$ cat src/rtl/uart_rx_frame_ctrl.sv
// Frame controller behind uart_rx: SYNC, LEN, payload[LEN], (CHK) -> buffered valid/ready payload stream.
// Latency: frame_ok and first payload byte one cycle after the final frame byte; errors registered one cycle after cause.
// Backpressure: out_ready stalls the drain; rx bytes arriving during drain are dropped (overrun). Optional CHK: UART_FRAME_CHKSUM_EN.
module uart_rx_frame_ctrl #(
    parameter int          MAX_LEN      = 16,
    parameter logic [7:0]  SYNC_BYTE    = 8'hA5,
    parameter int          TIMEOUT_CLKS = 20000
) (
    input  logic       clk,
    input  logic       reset,
    input  logic       rx_done,
    input  logic [7:0] rx_byte,
    output logic       out_valid,
    output logic [7:0] out_data,
    output logic       out_last,
    input  logic       out_ready,
    output logic       frame_ok,
    output logic       frame_err,
    output logic [1:0] err_code
);

    localparam int IW = $clog2(MAX_LEN + 1);
    localparam int AW = (MAX_LEN > 1) ? $clog2(MAX_LEN) : 1;
    localparam int TW = (TIMEOUT_CLKS > 1) ? $clog2(TIMEOUT_CLKS) : 1;
    localparam logic [TW-1:0] T_LAST    = TW'(TIMEOUT_CLKS - 1);
    localparam logic [7:0]    MAX_LEN_B = 8'(MAX_LEN);

    localparam logic [1:0] ERR_TIMEOUT = 2'd0;
    localparam logic [1:0] ERR_LENGTH  = 2'd1;
`ifdef UART_FRAME_CHKSUM_EN
    localparam logic [1:0] ERR_CHKSUM  = 2'd2;
`endif
    localparam logic [1:0] ERR_OVERRUN = 2'd3;

    typedef enum logic [2:0] {
        S_SYNC    = 3'd0,
        S_LEN     = 3'd1,
        S_PAYLOAD = 3'd2,
`ifdef UART_FRAME_CHKSUM_EN
        S_CHKSUM  = 3'd3,
`endif
        S_DRAIN   = 3'd4
    } state_t;

    state_t          state, state_nxt;
    logic [7:0]      len;
    logic [IW-1:0]   idx;
    logic [IW-1:0]   rd_idx;
    logic [TW-1:0]   tcnt;
    logic [7:0]      buf_mem [MAX_LEN];
    logic            ok_nxt;
    logic            err_nxt;
    logic [1:0]      code_nxt;
    logic            pay_last;
    logic            drain_last;
    logic            xfer;
    logic            timeout;
    logic            tcnt_run;
`ifdef UART_FRAME_CHKSUM_EN
    logic [7:0]      sum;
    logic [7:0]      chk_res;
`endif

    assign out_valid  = (state == S_DRAIN);
    assign out_data   = out_valid ? buf_mem[rd_idx[AW-1:0]] : 8'h00;
    assign drain_last = (8'(rd_idx) == len - 8'd1);
    assign out_last   = out_valid && drain_last;
    assign xfer       = out_valid && out_ready;
    assign pay_last   = (8'(idx) == len - 8'd1);
    // A byte in the same cycle as the final count always wins over the timeout.
    assign timeout    = !rx_done && (tcnt == T_LAST);
    assign tcnt_run   = (state != S_SYNC) && (state != S_DRAIN);
`ifdef UART_FRAME_CHKSUM_EN
    assign chk_res    = sum + rx_byte;
`endif

    always_ff @(posedge clk) begin
        if (reset) begin
            state <= S_SYNC;
        end else begin
            state <= state_nxt;
        end
    end

    always_comb begin
        state_nxt = state;
        ok_nxt    = 1'b0;
        err_nxt   = 1'b0;
        code_nxt  = 2'd0;
        case (state)
            S_SYNC: begin
                if (rx_done && rx_byte == SYNC_BYTE) begin
                    state_nxt = S_LEN;
                end
            end
            S_LEN: begin
                if (rx_done) begin
                    if (rx_byte > MAX_LEN_B) begin
                        err_nxt   = 1'b1;
                        code_nxt  = ERR_LENGTH;
                        state_nxt = S_SYNC;
                    end else if (rx_byte == 8'd0) begin
`ifdef UART_FRAME_CHKSUM_EN
                        state_nxt = S_CHKSUM;
`else
                        ok_nxt    = 1'b1;
                        state_nxt = S_SYNC;
`endif
                    end else begin
                        state_nxt = S_PAYLOAD;
                    end
                end else if (timeout) begin
                    err_nxt   = 1'b1;
                    code_nxt  = ERR_TIMEOUT;
                    state_nxt = S_SYNC;
                end
            end
            S_PAYLOAD: begin
                if (rx_done) begin
                    if (pay_last) begin
`ifdef UART_FRAME_CHKSUM_EN
                        state_nxt = S_CHKSUM;
`else
                        ok_nxt    = 1'b1;
                        state_nxt = S_DRAIN;
`endif
                    end
                end else if (timeout) begin
                    err_nxt   = 1'b1;
                    code_nxt  = ERR_TIMEOUT;
                    state_nxt = S_SYNC;
                end
            end
`ifdef UART_FRAME_CHKSUM_EN
            S_CHKSUM: begin
                if (rx_done) begin
                    if (chk_res == 8'd0) begin
                        ok_nxt    = 1'b1;
                        state_nxt = (len != 8'd0) ? S_DRAIN : S_SYNC;
                    end else begin
                        err_nxt   = 1'b1;
                        code_nxt  = ERR_CHKSUM;
                        state_nxt = S_SYNC;
                    end
                end else if (timeout) begin
                    err_nxt   = 1'b1;
                    code_nxt  = ERR_TIMEOUT;
                    state_nxt = S_SYNC;
                end
            end
`endif
            S_DRAIN: begin
                if (rx_done) begin
                    err_nxt  = 1'b1;
                    code_nxt = ERR_OVERRUN;
                end
                if (xfer && drain_last) begin
                    state_nxt = S_SYNC;
                end
            end
            default: begin
                state_nxt = S_SYNC;
            end
        endcase
    end

    always_ff @(posedge clk) begin
        if (reset) begin
            len       <= 8'd0;
            idx       <= '0;
            rd_idx    <= '0;
            tcnt      <= '0;
            frame_ok  <= 1'b0;
            frame_err <= 1'b0;
            err_code  <= 2'd0;
        end else begin
            frame_ok  <= ok_nxt;
            frame_err <= err_nxt;
            err_code  <= code_nxt;

            if (!tcnt_run || rx_done) begin
                tcnt <= '0;
            end else if (tcnt != T_LAST) begin
                tcnt <= tcnt + 1'b1;
            end

            if (state_nxt == S_LEN && state != S_LEN) begin
                idx <= '0;
            end else if (state == S_PAYLOAD && rx_done) begin
                idx <= idx + 1'b1;
            end

            if (state == S_LEN && rx_done) begin
                len <= rx_byte;
            end

            if (state_nxt == S_DRAIN && state != S_DRAIN) begin
                rd_idx <= '0;
            end else if (xfer) begin
                rd_idx <= rd_idx + 1'b1;
            end
        end
    end

`ifdef UART_FRAME_CHKSUM_EN
    // Running sum starts at LEN so a correct CHK drives LEN+payload+CHK to zero.
    always_ff @(posedge clk) begin
        if (reset) begin
            sum <= 8'd0;
        end else if (state == S_LEN && rx_done) begin
            sum <= rx_byte;
        end else if (state == S_PAYLOAD && rx_done) begin
            sum <= sum + rx_byte;
        end
    end
`endif

    // Payload storage has no reset; contents are only read after a full frame write.
    always_ff @(posedge clk) begin
        if (state == S_PAYLOAD && rx_done) begin
            buf_mem[idx[AW-1:0]] <= rx_byte;
        end
    end

endmodule

$ cat config.mk
export PLATFORM = sky130hd
export DESIGN_NAME = uart_rx_frame_ctrl
export DESIGN_NICKNAME = d
export VERILOG_FILES = /design/src/rtl/uart_rx_frame_ctrl.sv
export SDC_FILE = /design/constraint.sdc
export NUM_CORES = 1
export LEC_CHECK = 0
export CAP_MARGIN = 40
export CORE_MARGIN = 1
export CORE_UTILIZATION = 40
export CTS_BUF_LIST = sky130_fd_sc_hd__clkbuf_4 sky130_fd_sc_hd__clkbuf_8
export DETAILED_ROUTE_END_ITERATION = 7
export PLACE_DENSITY_LB_ADDON = 0.08
export SETUP_SLACK_MARGIN = 0.5
export SLEW_MARGIN = 30
export SYNTH_ARGS = -nofsm -noshare
export SYNTH_HDL_FRONTEND = slang
export SYNTH_SLANG_ARGS = --single-unit
$ cat constraint.sdc
create_clock -name clk -period 3.6 [get_ports clk]
set_input_delay 0.54 -clock clk [delete_from_list [all_inputs] [get_ports clk]]
set_output_delay 0.54 -clock clk [all_outputs]
set_load 0.005 [all_outputs]
# Yosys cells after proc, flatten, opt, wreduce, memory -nomap -nowiden
# Memory sizes are Yosys's and may differ from the RTL's. A register that Yosys moved wholly into a read port is not among the register bits.
# Cells that the tools add are included.
[word_totals] register_bits=40 ramBits=128 output_inout_bits=14 n_memories=1
[mem_list] memory="buf_mem" words=16 width=8 read_ports=1 rd_ports_with_merged_regs=1 wr=1 line_no="50" rtl="logic [7:0] buf_mem [MAX_LEN];"
[classes] n_addsub=4 n_lt_le_gt_ge=1 eq_ne=12 muxes=30 reduce_logical=19
[ops] operator="$mux W3" n=6
[ops] operator="$eq A5 B8 Y1" n=2
[ops] operator="$add A15 B1 Y15 const B" n=1
[ops] operator="$eq A15 B15 Y1 const B" n=1
[ops] operator="$ne A15 B15 Y1 const B" n=1
[ops] operator="$mux W1" n=13
[ops] operator="$pmux W3 S4" n=1
[ops] operator="$add A5 B1 Y5 const B" n=2
[ops] operator="$logic_and A1 B1 Y1" n=10
[ops] operator="$eq A8 B8 Y1 const B" n=1
[ops] operator="$gt A8 B5 Y1 const B" n=1
[ops] operator="$logic_not A8 Y1" n=1
[ops] operator="$mux W2" n=4
[ops] operator="$mux W4" n=2
[ops] operator="$mux W8" n=1
[ops] operator="$sub A8 B1 Y8 const B" n=1
[ops] operator="$eq A3 B1 Y1 const B" n=2
[ops] operator="$eq A3 B3 Y1 const B" n=2
[ops] operator="$reduce_or A2 Y1" n=3
[ops] operator="$pmux W2 S2" n=1
[ops] operator="$eq A3 B2 Y1 const B" n=1
[ops] operator="$logic_not A3 Y1" n=1
[ops] operator="$ne A3 B1 Y1 const B" n=1
[ops] operator="$ne A3 B3 Y1 const B" n=1
[ops] operator="other kinds (5)" n=6

# Longest topological paths before layout
[logic_depth] word_depth=9 depth_mapped=8 ltp_nobuf=7

# Worst setup path before layout
# OpenSTA, ideal clock, no wires.
[synth_timing] path_kind="reg2out" from="register (tool-made name)" to="output out_data[0]" arrival_time_ns=1.951 t_required_ns=3.060 slack_ns=1.109 path_stages_with_launch=6 n_path_buf=2 path_cell_list="dfxtp_1 > clkbuf_1 > buf_2 > mux4_2 > mux4_2 > and2_1"
[synth_rtl] element="end, declared" line_no="14" rtl="output logic [7:0] out_data,"

==> results.md <==
- Synth Instances: about 450
- GP Congestion: a little over 0.8
- Layout cells sized above 1: approximately 28%
- Power Dens Cells: between 400 and 500 nW/um2
- Worst vdd ir: 257 uV
- DRT Pass-1 Iters: 5
- F_max: approximately 0.33 GHz
- R2r worst-path depth: 8
- Number of flops mapped to enable cells by yosys: roughly 130
- Final count of negative-setup-slack endpoints: 0
- Asr flop ratio synth: 0%
- Period utilization: a little over four fifths
- Number of fill cells in the layout: 1496
- Register area share after synthesis: between 60% and 70%
- Hold path start: len[1]
- Core area: approximately 17000 um2
- Placed instance count: around 700
- Max cap viols: 0
- Unrepaired setup endpoints after global routing: yes
- Slew Limit Fails: 0
- DP HPWL: roughly 11 mm
- Synth warnings: 0
- All-Layer GR Usage: 19.2%
- Initial antenna violation count: 0
- Die width: between 100 and 150 um
- Reg-to-reg startpoint: len[0]
- Die area: between 15000 and 20000 um2
- Final count of hold timing violations: 0
- Max stage delay on crit path: 0.51 ns
- Remaining Overflow, GRT: 0
- Mapped Area: a little over 7000 um2
- TritonCTS Buffers: 17
- Top cell by count, worst path: mux4_2
- CP Capture Type: output port
- Power, Total: 0.00365 W
- Setup TNS: 0 ns
- Vias: 4055
- I/O Buffers: 25
- Outcome: finished clean
- Clock Path Buffers: 2
- Reg2Reg Setup Slack: 1.55 ns
- Number of hold buffers added after cts: 0
- Slew headroom: 53.0%
- Clock sinks: ~170
- Final wirelength: approximately 16 mm
- Final core utilization: roughly 49%
- Largest net degree at the start of global routing: 33
- Top cell type's share of synthesized area: between 50 and 60%
- Vias/cell: roughly 5.3
- Yosys top cell by area: edfxtp_1
- Antenna cells: 0
- WHS Path Cells: 2
- Hold Crit Endpoint: len[1]
- Buffer and inverter count on the worst path: 3
- # IOs: 26
- Minimum clock period: roughly 3.0 ns
- Non-Filler Instances: around 770
- Initial Util: roughly two fifths
- Final #Nets: between 500 and 600
- Yosys reg bits: 172
- Root buffer cell: clkbuf_8
- Yosys cell types: 48
- H-Tree Depth: 4
- Drt wl/cell: ~21 um
- Fin Clk Skew: between 0.006 and 0.007 ns
- Static leakage: between 2 and 3 nW
- CP Class: flip-flop to output port
- CP delay by family, top: multiplexers
- Worst-path cell chain: buf_16 -> buf_4 -> mux4_2 -> mux4_2 -> and2_1 -> dlygate4sd2_1
- Worst EP arrival: 2.50 ns
- CP max stage cell: mux4_2
- TritonCTS clock tree: built
- Remaining DRCs: 0
- Critical Path Fanout Max: 6
- Vias in the first global route: between 4000 and 5000
- Worst endpoint required time: ~3.1 ns
- Synth Flop Type: edfxtp_1
- Cell Rows: between 40 and 50
- Synthesis-to-finish area growth: 19.7%
- Worst-path clk slew: 0.09 ns
- Synth area leaders: edfxtp_1, mux4_2, dfxtp_1
- First-pass GRT wire length: ~25 mm
- Syn_nets: about 470
- Antenna Nets Post-Route: 0
- Critical Path Start Type: flip-flop
- Die Ht: roughly 140 um
- Hold crit path type: flip-flop to flip-flop
- Worst Tran Pin Value: approximately 0.70 ns
- Clk_lat worst skew: between 0.4 and 0.5 ns
- Starting DRT DRC Count: between 200 and 300
- Syn_area_per_cell: about 16 um2
==> tightest hold or removal path, delay by kind of cell, from the launching register on <==
family	cells	cell delay, ns
AOI/OAI and AO/OA	1	0.05
DFF	1	0.35
and+or+nand+nor	1	0.06
==> repair_timing <==
item	in CTS	in global routing
pin swaps	0	4
gates cloned	1	0
resized for setup	27	16
setup endpoints to repair	9	8
setup buffers	12	8
==> per-layer routing <==
layer  wire [um]  GRT usage, %  part of all wire (%)  vias up
met5           0             0                     0        -
li1            -             -                     -     1882
met4         162          5.99                  0.99        0
met3         564          3.55                   3.5       10
met1        7490          25.9                    46     2059
met2        8120          31.6                    50      104
==> report_power, final <==
group / switching, W / internal, W
sequential: 0.000000107 / 0.00212
clock: 0.000669 / 0.000797
combinational: 0.0000391 / 0.0000192
total: 0.000709 / 0.00294
==> how the worst max path moves through the flow <==
| stage | startpoint | end | cells after the start |
|---|---|---|---|
| after global placement | flip-flop | out_data[6] | 5 |
| after global routing | flip-flop | out_data[4] | 6 |
| after detailed placement | flip-flop | out_data[4] | 5 |
| after CTS | flip-flop | out_data[4] | 6 |
| after floorplan | flip-flop | out_data[0] | 5 |
| final | flip-flop | out_data[5] | 6 |
==> flip-flops by register name, indices dropped and copies added, names as in the netlist, named ones only <==
register,cells
len,8
rd_idx,5
idx,5
frame_ok,1
tcnt,15
err_code,2
buf_mem,128
state,3
frame_err,1
==> metrics by stage <==
| stage | cell area [um2] | hold slack, ns | worst slack, ns |
|---|---|---|---|
| detailed placement | 7830 | 0.483 | 0.665 |
| floorplan | 7120 | 0.453 | 1.11 |
| finish | 8530 | 0.498 | 0.560 |
| global route | 8530 | 0.523 | 0.471 |
| global placement | 7830 | 0.467 | 0.671 |
| CTS | 8450 | 0.498 | 0.398 |
==> logic make-up (layout without fill, tap and decap cells) <==
logic type	after synthesis	in the layout	share of synthesized area [%]
adder cells (fa/ha/maj)	7	7	1.23
AO/OA/AOI/OAI	28	28	2.63
buffers and inverters	26	117	1.69
XOR/XNOR	32	32	4.32
AND/OR/NAND/NOR	144	144	10.7
flip-flops	172	172	66.3
multiplexers	43	43	13.1
==> cells in the final DEF (no fill, tap or decap), types with 6 or more instances in the layout <==
| cell | count |
|---|---|
| xnor2_1 | 14 |
| dfxtp_1 | 41 |
| nor3_1 | 13 |
| nor2_1 | 42 |
| and2_1 | 9 |
| edfxtp_1 | 128 |
| ha_1 | 6 |
| nand4_1 | 11 |
| a21oi_1 | 13 |
| xor2_1 | 15 |
| clkdlybuf4s50_1 | 16 |
| nand3_1 | 7 |
| inv_1 | 6 |
| buf_4 | 44 |
| buf_6 | 6 |
| mux4_2 | 40 |
| clkbuf_8 | 23 |
| nand2b_1 | 6 |
| nand2_1 | 25 |
==> cells in the mapped netlist (2+ instances only) <==
cell and count:
edfxtp_1 128, dfxtp_1 44, nor2_1 42, mux4_2 40, nand2_1 25, xor2_1 16
xnor2_1 14, a21oi_1 13, clkbuf_1 13, nor3_1 13, and2_1 11, nand4_1 11
ha_1 7, nand3_1 7, inv_1 6, nand2b_1 6, o21ai_0 5, or3_1 5
and3_1 4, buf_2 3, mux2i_1 3, or4b_1 3, and3_2 2, buf_6 2
nor3b_1 2, nor4b_1 2, or2_2 2, or4_1 2, xnor3_1 2
==> area by class of cell <==
class / instances / area, um2 / share of cell area (%)
flip-flops and latches: 172 / 4730 / 55.5
multi-input cells: 254 / 2330 / 27.3
repair buffers: 79 / 712 / 8.35
clock buffers: 23 / 317 / 3.71
well taps: 225 / 282 / 3.30
clock inverters: 9 / 133 / 1.56
inverters: 6 / 22.5 / 0.264
No activity file was read; power rests on OpenSTA's default activity.
